<file path="src/rtl/pipeline_pkg.sv">
// Shared helpers for the elastic pipeline register chain.
//   occ_width(depth) : bit width needed to count 0 .. 2*depth held beats.
package pipeline_pkg;

    localparam int DEFAULT_WIDTH = 32;
    localparam int DEFAULT_DEPTH = 2;

    // Each stage holds at most two beats (main + skid).
    function automatic int occ_width(input int depth);
        return $clog2(2 * depth + 1);
    endfunction

endpackage

</file>
<file path="src/rtl/skid_stage.sv">
// One elastic register stage: a main register plus a one-beat skid buffer.
// The ready returned upstream is registered (!skid_valid_q), so no
// combinational path exists from down_ready to up_ready.
// Ports:
//   clk, reset          clock, async active-high reset
//   flush               synchronous clear of both valid bits
//   up_valid/up_ready/up_data        upstream handshake
//   down_valid/down_ready/down_data  downstream handshake (driven by main reg)
//   skid_held           skid buffer occupied (for occupancy counting)
module skid_stage
    import pipeline_pkg::*;
#(
    parameter int WIDTH = DEFAULT_WIDTH
) (
    input  logic             clk,
    input  logic             reset,
    input  logic             flush,
    input  logic             up_valid,
    output logic             up_ready,
    input  logic [WIDTH-1:0] up_data,
    output logic             down_valid,
    input  logic             down_ready,
    output logic [WIDTH-1:0] down_data,
    output logic             skid_held
);

    logic             main_valid_q, main_valid_d;
    logic [WIDTH-1:0] main_data_q,  main_data_d;
    logic             skid_valid_q, skid_valid_d;
    logic [WIDTH-1:0] skid_data_q,  skid_data_d;
    logic             up_accept;

    assign up_ready   = !skid_valid_q;
    assign up_accept  = up_valid && !skid_valid_q;
    assign down_valid = main_valid_q;
    assign down_data  = main_data_q;
    assign skid_held  = skid_valid_q;

    always_comb begin
        main_valid_d = main_valid_q;
        main_data_d  = main_data_q;
        skid_valid_d = skid_valid_q;
        skid_data_d  = skid_data_q;

        if (skid_valid_q && down_ready) begin
            // Main beat leaves downstream; the skid beat moves up behind it.
            // up_accept is necessarily 0 here because up_ready = !skid_valid_q.
            main_valid_d = 1'b1;
            main_data_d  = skid_data_q;
            skid_valid_d = 1'b0;
        end else if (up_accept && (!main_valid_q || down_ready)) begin
            main_valid_d = 1'b1;
            main_data_d  = up_data;
        end else if (up_accept) begin
            // Main is stalled: park the beat that was already in flight.
            skid_valid_d = 1'b1;
            skid_data_d  = up_data;
        end else if (down_ready) begin
            main_valid_d = 1'b0;
        end

        // Flush drops valid bits only; payload registers keep their contents.
        if (flush) begin
            main_valid_d = 1'b0;
            skid_valid_d = 1'b0;
        end
    end

    always_ff @(posedge clk or posedge reset) begin
        if (reset) begin
            main_valid_q <= 1'b0;
            main_data_q  <= '0;
            skid_valid_q <= 1'b0;
            skid_data_q  <= '0;
        end else begin
            main_valid_q <= main_valid_d;
            main_data_q  <= main_data_d;
            skid_valid_q <= skid_valid_d;
            skid_data_q  <= skid_data_d;
        end
    end

endmodule

</file>
<file path="src/rtl/elastic_pipeline_reg.sv">
// Chain of DEPTH elastic register stages with valid/ready handshake, flush
// and occupancy reporting. Every ready signal in the chain comes straight
// from a flop, so back-pressure never forms a combinational path.
// Ports:
//   clk, reset                       clock, async active-high reset
//   flush                            synchronous discard of all held beats
//   in_valid/in_ready/in_data        upstream side (stage 0)
//   out_valid/out_ready/out_data     downstream side (stage DEPTH-1)
//   occupancy                        number of beats currently held
module elastic_pipeline_reg
    import pipeline_pkg::*;
#(
    parameter int WIDTH = DEFAULT_WIDTH,
    parameter int DEPTH = DEFAULT_DEPTH
) (
    input  logic                        clk,
    input  logic                        reset,
    input  logic                        flush,
    input  logic                        in_valid,
    output logic                        in_ready,
    input  logic [WIDTH-1:0]            in_data,
    output logic                        out_valid,
    input  logic                        out_ready,
    output logic [WIDTH-1:0]            out_data,
    output logic [occ_width(DEPTH)-1:0] occupancy
);

    localparam int OCC_W = occ_width(DEPTH);

    // Link i sits between stage i-1 and stage i; link 0 is the input port,
    // link DEPTH is the output port.
    logic [DEPTH:0]   link_valid;
    logic [DEPTH:0]   link_ready;
    logic [WIDTH-1:0] link_data [DEPTH+1];
    logic [DEPTH-1:0] skid_held;
    logic [OCC_W-1:0] occ_sum;

    assign link_valid[0]     = in_valid;
    assign link_data[0]      = in_data;
    assign in_ready          = link_ready[0];
    assign link_ready[DEPTH] = out_ready;
    assign out_valid         = link_valid[DEPTH];
    assign out_data          = link_data[DEPTH];

    for (genvar i = 0; i < DEPTH; i++) begin : g_stage
        skid_stage #(
            .WIDTH (WIDTH)
        ) u_stage (
            .clk        (clk),
            .reset      (reset),
            .flush      (flush),
            .up_valid   (link_valid[i]),
            .up_ready   (link_ready[i]),
            .up_data    (link_data[i]),
            .down_valid (link_valid[i+1]),
            .down_ready (link_ready[i+1]),
            .down_data  (link_data[i+1]),
            .skid_held  (skid_held[i])
        );
    end

    // A stage's down_valid is its main_valid, so links 1..DEPTH plus the
    // skid bits cover every held beat.
    always_comb begin
        occ_sum = '0;
        for (int i = 0; i < DEPTH; i++) begin
            occ_sum = occ_sum + OCC_W'(link_valid[i+1]) + OCC_W'(skid_held[i]);
        end
    end

    assign occupancy = occ_sum;

endmodule

</file>
<file path="config.mk">
export PLATFORM = sky130hd
export DESIGN_NAME = elastic_pipeline_reg
export DESIGN_NICKNAME = d
export VERILOG_FILES = /design/src/rtl/pipeline_pkg.sv /design/src/rtl/skid_stage.sv /design/src/rtl/elastic_pipeline_reg.sv
export SDC_FILE = /design/constraint.sdc
export NUM_CORES = 1
export LEC_CHECK = 0
export ABC_AREA = 1
export CORE_ASPECT_RATIO = 1.25
export CORE_MARGIN = 5
export CORE_UTILIZATION = 64
export DETAILED_ROUTE_END_ITERATION = 6
export DONT_BUFFER_PORTS = 1
export GPL_ROUTABILITY_DRIVEN = 0
export PLACE_DENSITY = 0.85
export SLEW_MARGIN = 40
export SYNTH_ARGS = -nofsm -noshare
export SYNTH_HDL_FRONTEND = slang
export SYNTH_SLANG_ARGS = --single-unit
</file>
<file path="constraint.sdc">
create_clock -name clk -period 5.6 [get_ports clk]
set_input_delay 0.56 -clock clk [delete_from_list [all_inputs] [get_ports clk]]
set_output_delay 0.56 -clock clk [all_outputs]
set_load 0.1 [all_outputs]
</file>
# Word level (Yosys, flattened, before mapping)
# Cells that the tools add are included.
totals:
  output_inout_bits: 37
  ff_bits: 132
  wordCells: 65
  in_bits: 37
classes:
  reduce_logical: 23
  n_addsub: 3
  bitwise: 4
  n_mux: 22
  eq_ne: 5
op_table:
  columns: ["operator", "n"]
  rows:
  - ["32-bit two-way mux", 4]
  - ["1-bit two-way mux", 18]
  - ["4-bit inequality test, second input constant", 3]
  - ["2-bit AND reduction", 4]
  - ["1-bit logical AND", 6]
  - ["3-bit by 2-bit inequality test with 1-bit output, second input constant", 2]
  - ["3-bit AND reduction", 2]
  - ["3-bit nonzero test", 2]
  - ["1-bit logical NOT", 4]
  - ["1-bit NOT", 4]
  - ["2-bit nonzero test", 2]
  - ["4-bit nonzero test", 1]
  - ["2-bit by 1-bit adder with 3-bit output", 1]
  - ["3-bit by 1-bit adder with 3-bit output", 1]
  - ["1-bit by 1-bit adder with 2-bit output", 1]
  - ["1-bit logical OR", 2]

# Depth between registers and ports, before layout
# Gate-level depths: netlist (run 1).
depth:
  word_depth: 6
  depth_mapped: 9
  mapped_depth_nobuf: 6

# By module
# From an unflattened synthesis (run 1), not the netlist that was laid out.
hier_totals:
  cells_unflattened: 806
  hier_area_um2: 6384.9
modules_own_cells:
  columns: ["module", "area_per_inst_um2", "n_inst", "seq_area_each_um2", "cells_per_inst"]
  rows:
  - ["skid_stage", 3160.5, 2, 1651.6, 399]
  - ["elastic_pipeline_reg", 63.8, 1, 0.0, 8]

# Least setup slack after synthesis (run 1)
# No wires, ideal clock.
synth_path:
  kind: "register to output"
  from: "register g_stage[1].u_stage.main_valid_q"
  to: "output port occupancy[1]"
  t_arrival_ns: 2.849
  n_path_buf: 0
  required_ns: 5.040
  path_slack_ns: 2.191
  stages_incl_launch_ff: 6
  cell_sequence: "dfrtp_1 > inv_1 > fa_1 > inv_1 > ha_1 > ha_1"
synth_via:
  elab_chain_cells: 2
synth_rtl:
  columns: ["item", "line", "source"]
  rows:
  - ["start, declared", "skid_stage.sv:27", "logic main_valid_q, main_valid_d;"]
  - ["start signal, assigned", "skid_stage.sv:76", "main_valid_q <= main_valid_d;"]
  - ["2-bit by 1-bit adder with 3-bit output", "elastic_pipeline_reg.sv:67", "occ_sum = occ_sum + OCC_W'(link_valid[i+1]) + OCC_W'(skid_held[i]);"]
  - ["3-bit by 1-bit adder with 3-bit output", "elastic_pipeline_reg.sv:67", null]
  - ["end, declared", "elastic_pipeline_reg.sv:25", "output logic [occ_width(DEPTH)-1:0] occupancy"]
# No other way between the ends.

# Worst setup path after layout (run 1)
# Ends and elaborated chain as after synthesis.

==> run metrics, run 1 <==
status finished clean; post-route ant nets 0; clk sinks 132; Ant. Diodes 0; WP buf/inv 2; drt via density 5.634; Post-Syn Area 0.006400 sq mm; minimum clock period after layout 3361 ps; Initial Utilization 65.91%; sequential power share 53.2%; cell area after layout 0.006827 sq mm; warnings from Yosys 0; dpl hpwl 8779 microns; Area Overhead vs Synth 6.667%; Total Wirelength 14080 microns; Top delay family on crit path adder cells; slew at the pin with the worst max-slew slack 888.3 ps; Via Count 5110; Req. time, crit path 5040 ps; dpl cell area 0.006203 sq mm; hold_buf cts 0; Seq cells post-synth 132; First-pass DRT Iterations 5; unrepaired setup endpoints after global routing false; relative slew slack 40.78%; IO buf count 0; total gr overflow 0; layout cells sized above 1 11.27%; Peak supply drop 0.0002724 V; vias in the first global route 4859; initial antenna violation count 0; Hold WC Path Type in -> async; most used cell, CP inv_1; Clock Latency Late Sink 410 ps; Critical Path Source Type flip-flop; cells along the critical path inv_1, fa_1, inv_1, ha_1, ha_2; Layout Nets 808; Leakage 3.755 nW; crit path max fanout 2; # IOs 74; Max clock buf depth 2; Crit Path Category reg -> out; Horiz. Die Dim 99.44 microns; Power per Cell Area 418.6 mW/mm^2; clk_skew 3.937 ps; CORE AREA 0.009709 sq mm; largest net degree at the start of global routing 69; Syn Nets 840; WP data arrival 2800 ps; Comb pwr share 8.4%; final setup vio count 0; Max Fclk 0.2975 GHz; Post-CTS Resized 0; NetSw 0.0009659 W; 1st-iter DRT viols 452; Final Hold Fails 0; Setup crit end kind output port; crit-path max cell delay 670 ps; Final Cycle Share 60.02%; # DRC 0; All-Layer GR Usage 24.56%; Internal 0.001892 W; row cnt 40; Num CTS Buffers 17; final count of pins violating max slew 0; Fin Setup TNS 0 ps; slowest library cell on the worst path dfrtp_2; die footprint 0.01211 sq mm; first-pass GRT wire length 24000 microns; CTS tree done; Switching Share 33.80%; register area share after synthesis 51.61%; clock group share of total power 38.4%; Die Height 121.8 microns; wire per inst 15.52 microns; syn avg cell area 8.000 sq um; Mapped Cells 800; H-tree depth 4; Clock transition at path regs 50 ps; CTS Root Cell clkbuf_16; fin util 70.31%; Max-Cap Viols 0; Synth cell types 24; postcts setup bufs 0
## worst paths after layout
kind                                               startpoint                            endpoint  slack (ps)  cells past startpoint
setup / recovery                g_stage[1].u_stage.down_valid                        occupancy[1]        2240                      5
hold / removal                                          reset    g_stage[1].u_stage.down_data[27]          70                      1
setup reg to reg                 g_stage[1].u_stage.skid_held    g_stage[0].u_stage.down_data[31]        2840                      6
hold reg to reg            g_stage[1].u_stage.skid_data_q[21]  g_stage[1].u_stage.skid_data_q[21]         470                      2
max in group asynchronous                               reset    g_stage[1].u_stage.down_data[12]        4480                      2
min in group clk                                        flush        g_stage[1].u_stage.skid_held         200                      1
## sequential cells by signal, indices dropped and copies added (netlist names)
register                     cells
g_stage.u_stage.down_valid       2
g_stage.u_stage.down_data       64
g_stage.u_stage.skid_data_q     64
g_stage.u_stage.skid_held        2
## kinds of logic (layout without fill, tap and decap cells)
logic type / after synthesis / after routing / share of synthesized area, %
AND/OR/NAND/NOR: 529 / 529 / 35.29
flip-flops: 132 / 132 / 51.61
adder cells (fa/ha/maj): 3 / 3 / 0.7038
buffers and inverters: 101 / 82 / 9.013
AO/OA/AOI/OAI: 35 / 35 / 3.382
## power by group through the flow
stage / sequential [W] / clock (W) / combinational, W
after floorplan: 0.00149 / 0 / 0.000209
after global placement: 0.00151 / 0 / 0.000223
after detailed placement: 0.00153 / 0 / 0.000238
after CTS: 0.00151 / 0.00111 / 0.000243
after global routing: 0.00154 / 0.00116 / 0.000282
final: 0.00152 / 0.00110 / 0.000241
## cells in the mapped netlist, drive strengths merged
cell type | n | area share [%]
nand3 | 162 | 13
clkbuf | 2 | 0.12
nand4 | 1 | 0.20
ha | 2 | 0.39
o21ai | 33 | 3.2
dfrtp | 132 | 52
buf | 54 | 6.1
nor2 | 1 | 0.31
nand2 | 364 | 22
or2 | 1 | 0.098
a21oi | 2 | 0.22
inv | 45 | 2.8
fa | 1 | 0.31
## metrics by stage
step	instances	power, W	worst slack [ps]	hold WS (ps)
after floorplan	800	0.001703	1514	441.5
after global placement	874	0.001738	2132	452.5
after detailed placement	875	0.001764	2305	458.7
after CTS	907	0.002868	1864	183.4
after global routing	907	0.002974	2123	122.0
final	907	0.002858	2239	71.87
## worst register-to-register path, cell delays in order, from the launching register on
cell	delay [ps]
dfrtp_1	690
buf_4	390
inv_6	180
nand2_4	550
nand2_2	540
nand2_1	210
nand2_1	80
## area by class of cell
cell class / instances / area, sq um
clock buffers: 29 / 520.5
flip-flops and latches: 132 / 3342
repair buffers: 5 / 37.54
fillers: 729 / 2883
inverters: 45 / 181.4
clock inverters: 3 / 65.06
well taps: 126 / 157.7
multi-input cells: 567 / 2522
## placed cells by master (no fill, tap or decap)
| cell type | netlist | layout |
|---|---|---|
| nand2_1 | 357 | 357 |
| clkinv_2 | 0 | 1 |
| ha_1 | 2 | 1 |
| buf_1 | 0 | 1 |
| bufinv_16 | 0 | 2 |
| nand3_2 | 1 | 1 |
| o21ai_0 | 11 | 11 |
| or2_2 | 1 | 1 |
| o21ai_1 | 12 | 12 |
| fa_1 | 1 | 1 |
| nand4_2 | 1 | 1 |
| inv_6 | 1 | 2 |
| buf_4 | 9 | 3 |
| dfrtp_1 | 132 | 101 |
| o21ai_2 | 10 | 10 |
| a21oi_1 | 1 | 1 |
| nand2_2 | 3 | 3 |
| nand2_4 | 4 | 4 |
| nor2_8 | 1 | 1 |
| nand3_1 | 161 | 161 |
| a21oi_2 | 1 | 1 |
| clkbuf_1 | 2 | 7 |
| clkbuf_16 | 0 | 17 |
| inv_2 | 2 | 2 |
| inv_4 | 1 | 1 |
| dfrtp_2 | 0 | 31 |
| clkbuf_8 | 0 | 5 |
| inv_1 | 41 | 40 |
| ha_2 | 0 | 1 |
| buf_6 | 16 | 1 |
## per-layer routing
layer / vias to the layer above / part of all wire (%) / routed length (microns) / GRT usage (%)
met2: 217 / 45 / 6403 / 36.01
met5: - / 0 / 0 / 0
met3: 20 / 9.6 / 1345 / 9.278
met1: 2410 / 43 / 6118 / 34.62
met4: 0 / 1.5 / 210 / 6.490
li1: 2463 / - / - / -
No activity file was read; power rests on OpenSTA's default activity.
==> run 2, diff against run 1 <==
clock period = 3.4 ns   (was 5.6 ns; I/O delays follow)
==> run 2 against run 1 <==
  * The flow now finishes with violations (negative hold slack)
  * Wire length decreased by 3.3%
  * Count of clock-buffer cells in the layout decreased by 4
  * Non-clock buffer count rose by 5
  * Total power is 64% higher
  * First-iteration DRC count shrank 13%
  * Flip-flop and latch count unchanged
  * Cell count rose by 0.22%
  * Critical path depth up 1
  * Sequential power up 64%
  * Via count up 0.22%
  * Worst hold slack worse by 110 ps
  * Die area stayed put
==> run metrics, run 2 (synthesis gave the netlist of run 1 again) <==
most frequent cells in the layout nand2_1, nand3_1, dfrtp_1, inv_1, dfrtp_2; Clock Latency Late Sink 410 ps; die footprint 0.01211 sq mm; Worst R2R Start g_stage[1].u_stage.skid_held; initial antenna violation count 0; most used cell, CP ha_1; final setup vio count 0; Top delay family on crit path adder cells; post-route ant nets 0; Crit Path Category reg -> out; layout cells sized above 1 12.13%; failing checks negative hold slack; crit path max fanout 6; Inst Count DP 879; sequential power share 53.3%; final count of pins violating max slew 0; Fin Setup TNS 0 ps; Worst Setup EP occupancy[1]; wire per inst 14.97 microns; CP Depth 6; Hold WC Path Type in -> async; Num CTS Buffers 17; Final Cycle Share 75.59%; Power per Cell Area 681.8 mW/mm^2; number of cells on the worst reg-to-reg path 6; # IOs 74; Max clock buf depth 2; First-pass DRT Iterations 5; Total Wirelength 13610 microns; final worst slack 830.1 ps; Req. time, crit path 3060 ps; status finished, violations left; first-pass GRT wire length 23420 microns; CORE AREA 0.009709 sq mm; crit-path max cell delay 540 ps; Leakage 3.794 nW; Die Height 121.8 microns; area of the multi-input gates 0.002520 sq mm; Internal 0.003124 W; Via Count 5121; Initial Utilization 65.91%; Horiz. Die Dim 99.44 microns; Critical Path Source Type flip-flop; Final Hold Fails 9; minimum clock period after layout 2570 ps; CTS Root Cell clkbuf_16; Max-Cap Viols 0; final std cells w/o fill 909; WP data arrival 2230 ps; unrepaired setup endpoints after global routing false; dpl cell area 0.006281 sq mm; Layout Nets 813; row cnt 40; NetSw 0.001572 W; register area 0.003343 sq mm; vias in the first global route 4782; Switching Share 33.48%; H-tree depth 4; Post-CTS Resized 0; Area Overhead vs Synth 7.644%; Setup crit end kind output port; Peak supply drop 0.0003628 V; clk_skew 6.869 ps; hold_buf cts 1; Ant. Diodes 0; clock group share of total power 38.2%; clk sinks 132; All-Layer GR Usage 23.91%; Setup WS pre-CTS 973.3 ps; Max Fclk 0.3891 GHz; CTS tree done; most common cell after layout, fill and taps aside nand2_1; slew at the pin with the worst max-slew slack 700.7 ps; # fillers 745; Hold WS -34.81 ps; cells along the critical path inv_4, fa_1, inv_1, ha_1, ha_1, buf_12; IO buf count 0; WP buf/inv 3; drt via density 5.634; Clock transition at path regs 50 ps; Comb pwr share 8.5%; largest net degree at the start of global routing 133; postcts setup bufs 0; slowest library cell on the worst path fa_1; Critical Path Start g_stage[0].u_stage.skid_held; FF-to-FF setup slack 890 ps; Worst R2R End g_stage[0].u_stage.down_data[27]; # DRC 0; total gr overflow 0; cell area after layout 0.006889 sq mm; relative slew slack 53.28%; 1st-iter DRT viols 395; dpl hpwl 8576 microns
[run 2: cell type report]
cell class                      count  share of cell area (%)
Tap cell                          126                   2.288
Clock buffer                       25                   7.483
Timing Repair Buffer               10                   1.489
Inverter                           45                   2.615
Multi-Input combinational cell    567                   36.58
Clock inverter                      4                   1.017
Sequential cell                   132                   48.53
[run 2: worst min-delay path by stage]
stage	start	endpoint	slack [ps]	depth (start not counted)
floorplan	flush	g_stage[1].u_stage.skid_held	400	1
global placement	flush	g_stage[1].u_stage.skid_held	400	1
detailed placement	flush	g_stage[1].u_stage.skid_held	400	1
CTS	reset	g_stage[0].u_stage.skid_data_q[5]	40	2
global route	in_data[15]	g_stage[0].u_stage.skid_data_q[15]	50	2
finish	reset	g_stage[0].u_stage.skid_data_q[5]	-30	2
[run 2: layer usage]
layer  share of wire (%)  GRT usage [%]  vias up
li1                    -              -     2478
met1                  44          34.48     2416
met2                  46          34.50      210
met3                 8.8          7.446       17
met4                 1.4          8.027        0
met5                   0              0        -
[run 2: stage by stage]
| step | power (W) | utilization (%) | hold slack, ps |
|---|---|---|---|
| floorplan | 0.002806 | - | 395.8 |
| global placement | 0.002877 | 64.41 | 402.2 |
| global route | 0.004883 | 70.95 | 48.57 |
| CTS | 0.004712 | 70.82 | 39.12 |
| finish | 0.004697 | 70.95 | -34.81 |
| detailed placement | 0.002916 | 64.69 | 400.8 |
[run 2: power groups by stage]
stage                     sequential (W)  combinational, W  clock (W)
after floorplan                  0.00246          0.000344          0
after global placement           0.00250          0.000377          0
after detailed placement         0.00252          0.000395          0
after CTS                        0.00250          0.000404    0.00181
after global routing             0.00253          0.000469    0.00188
final                            0.00250          0.000399    0.00180
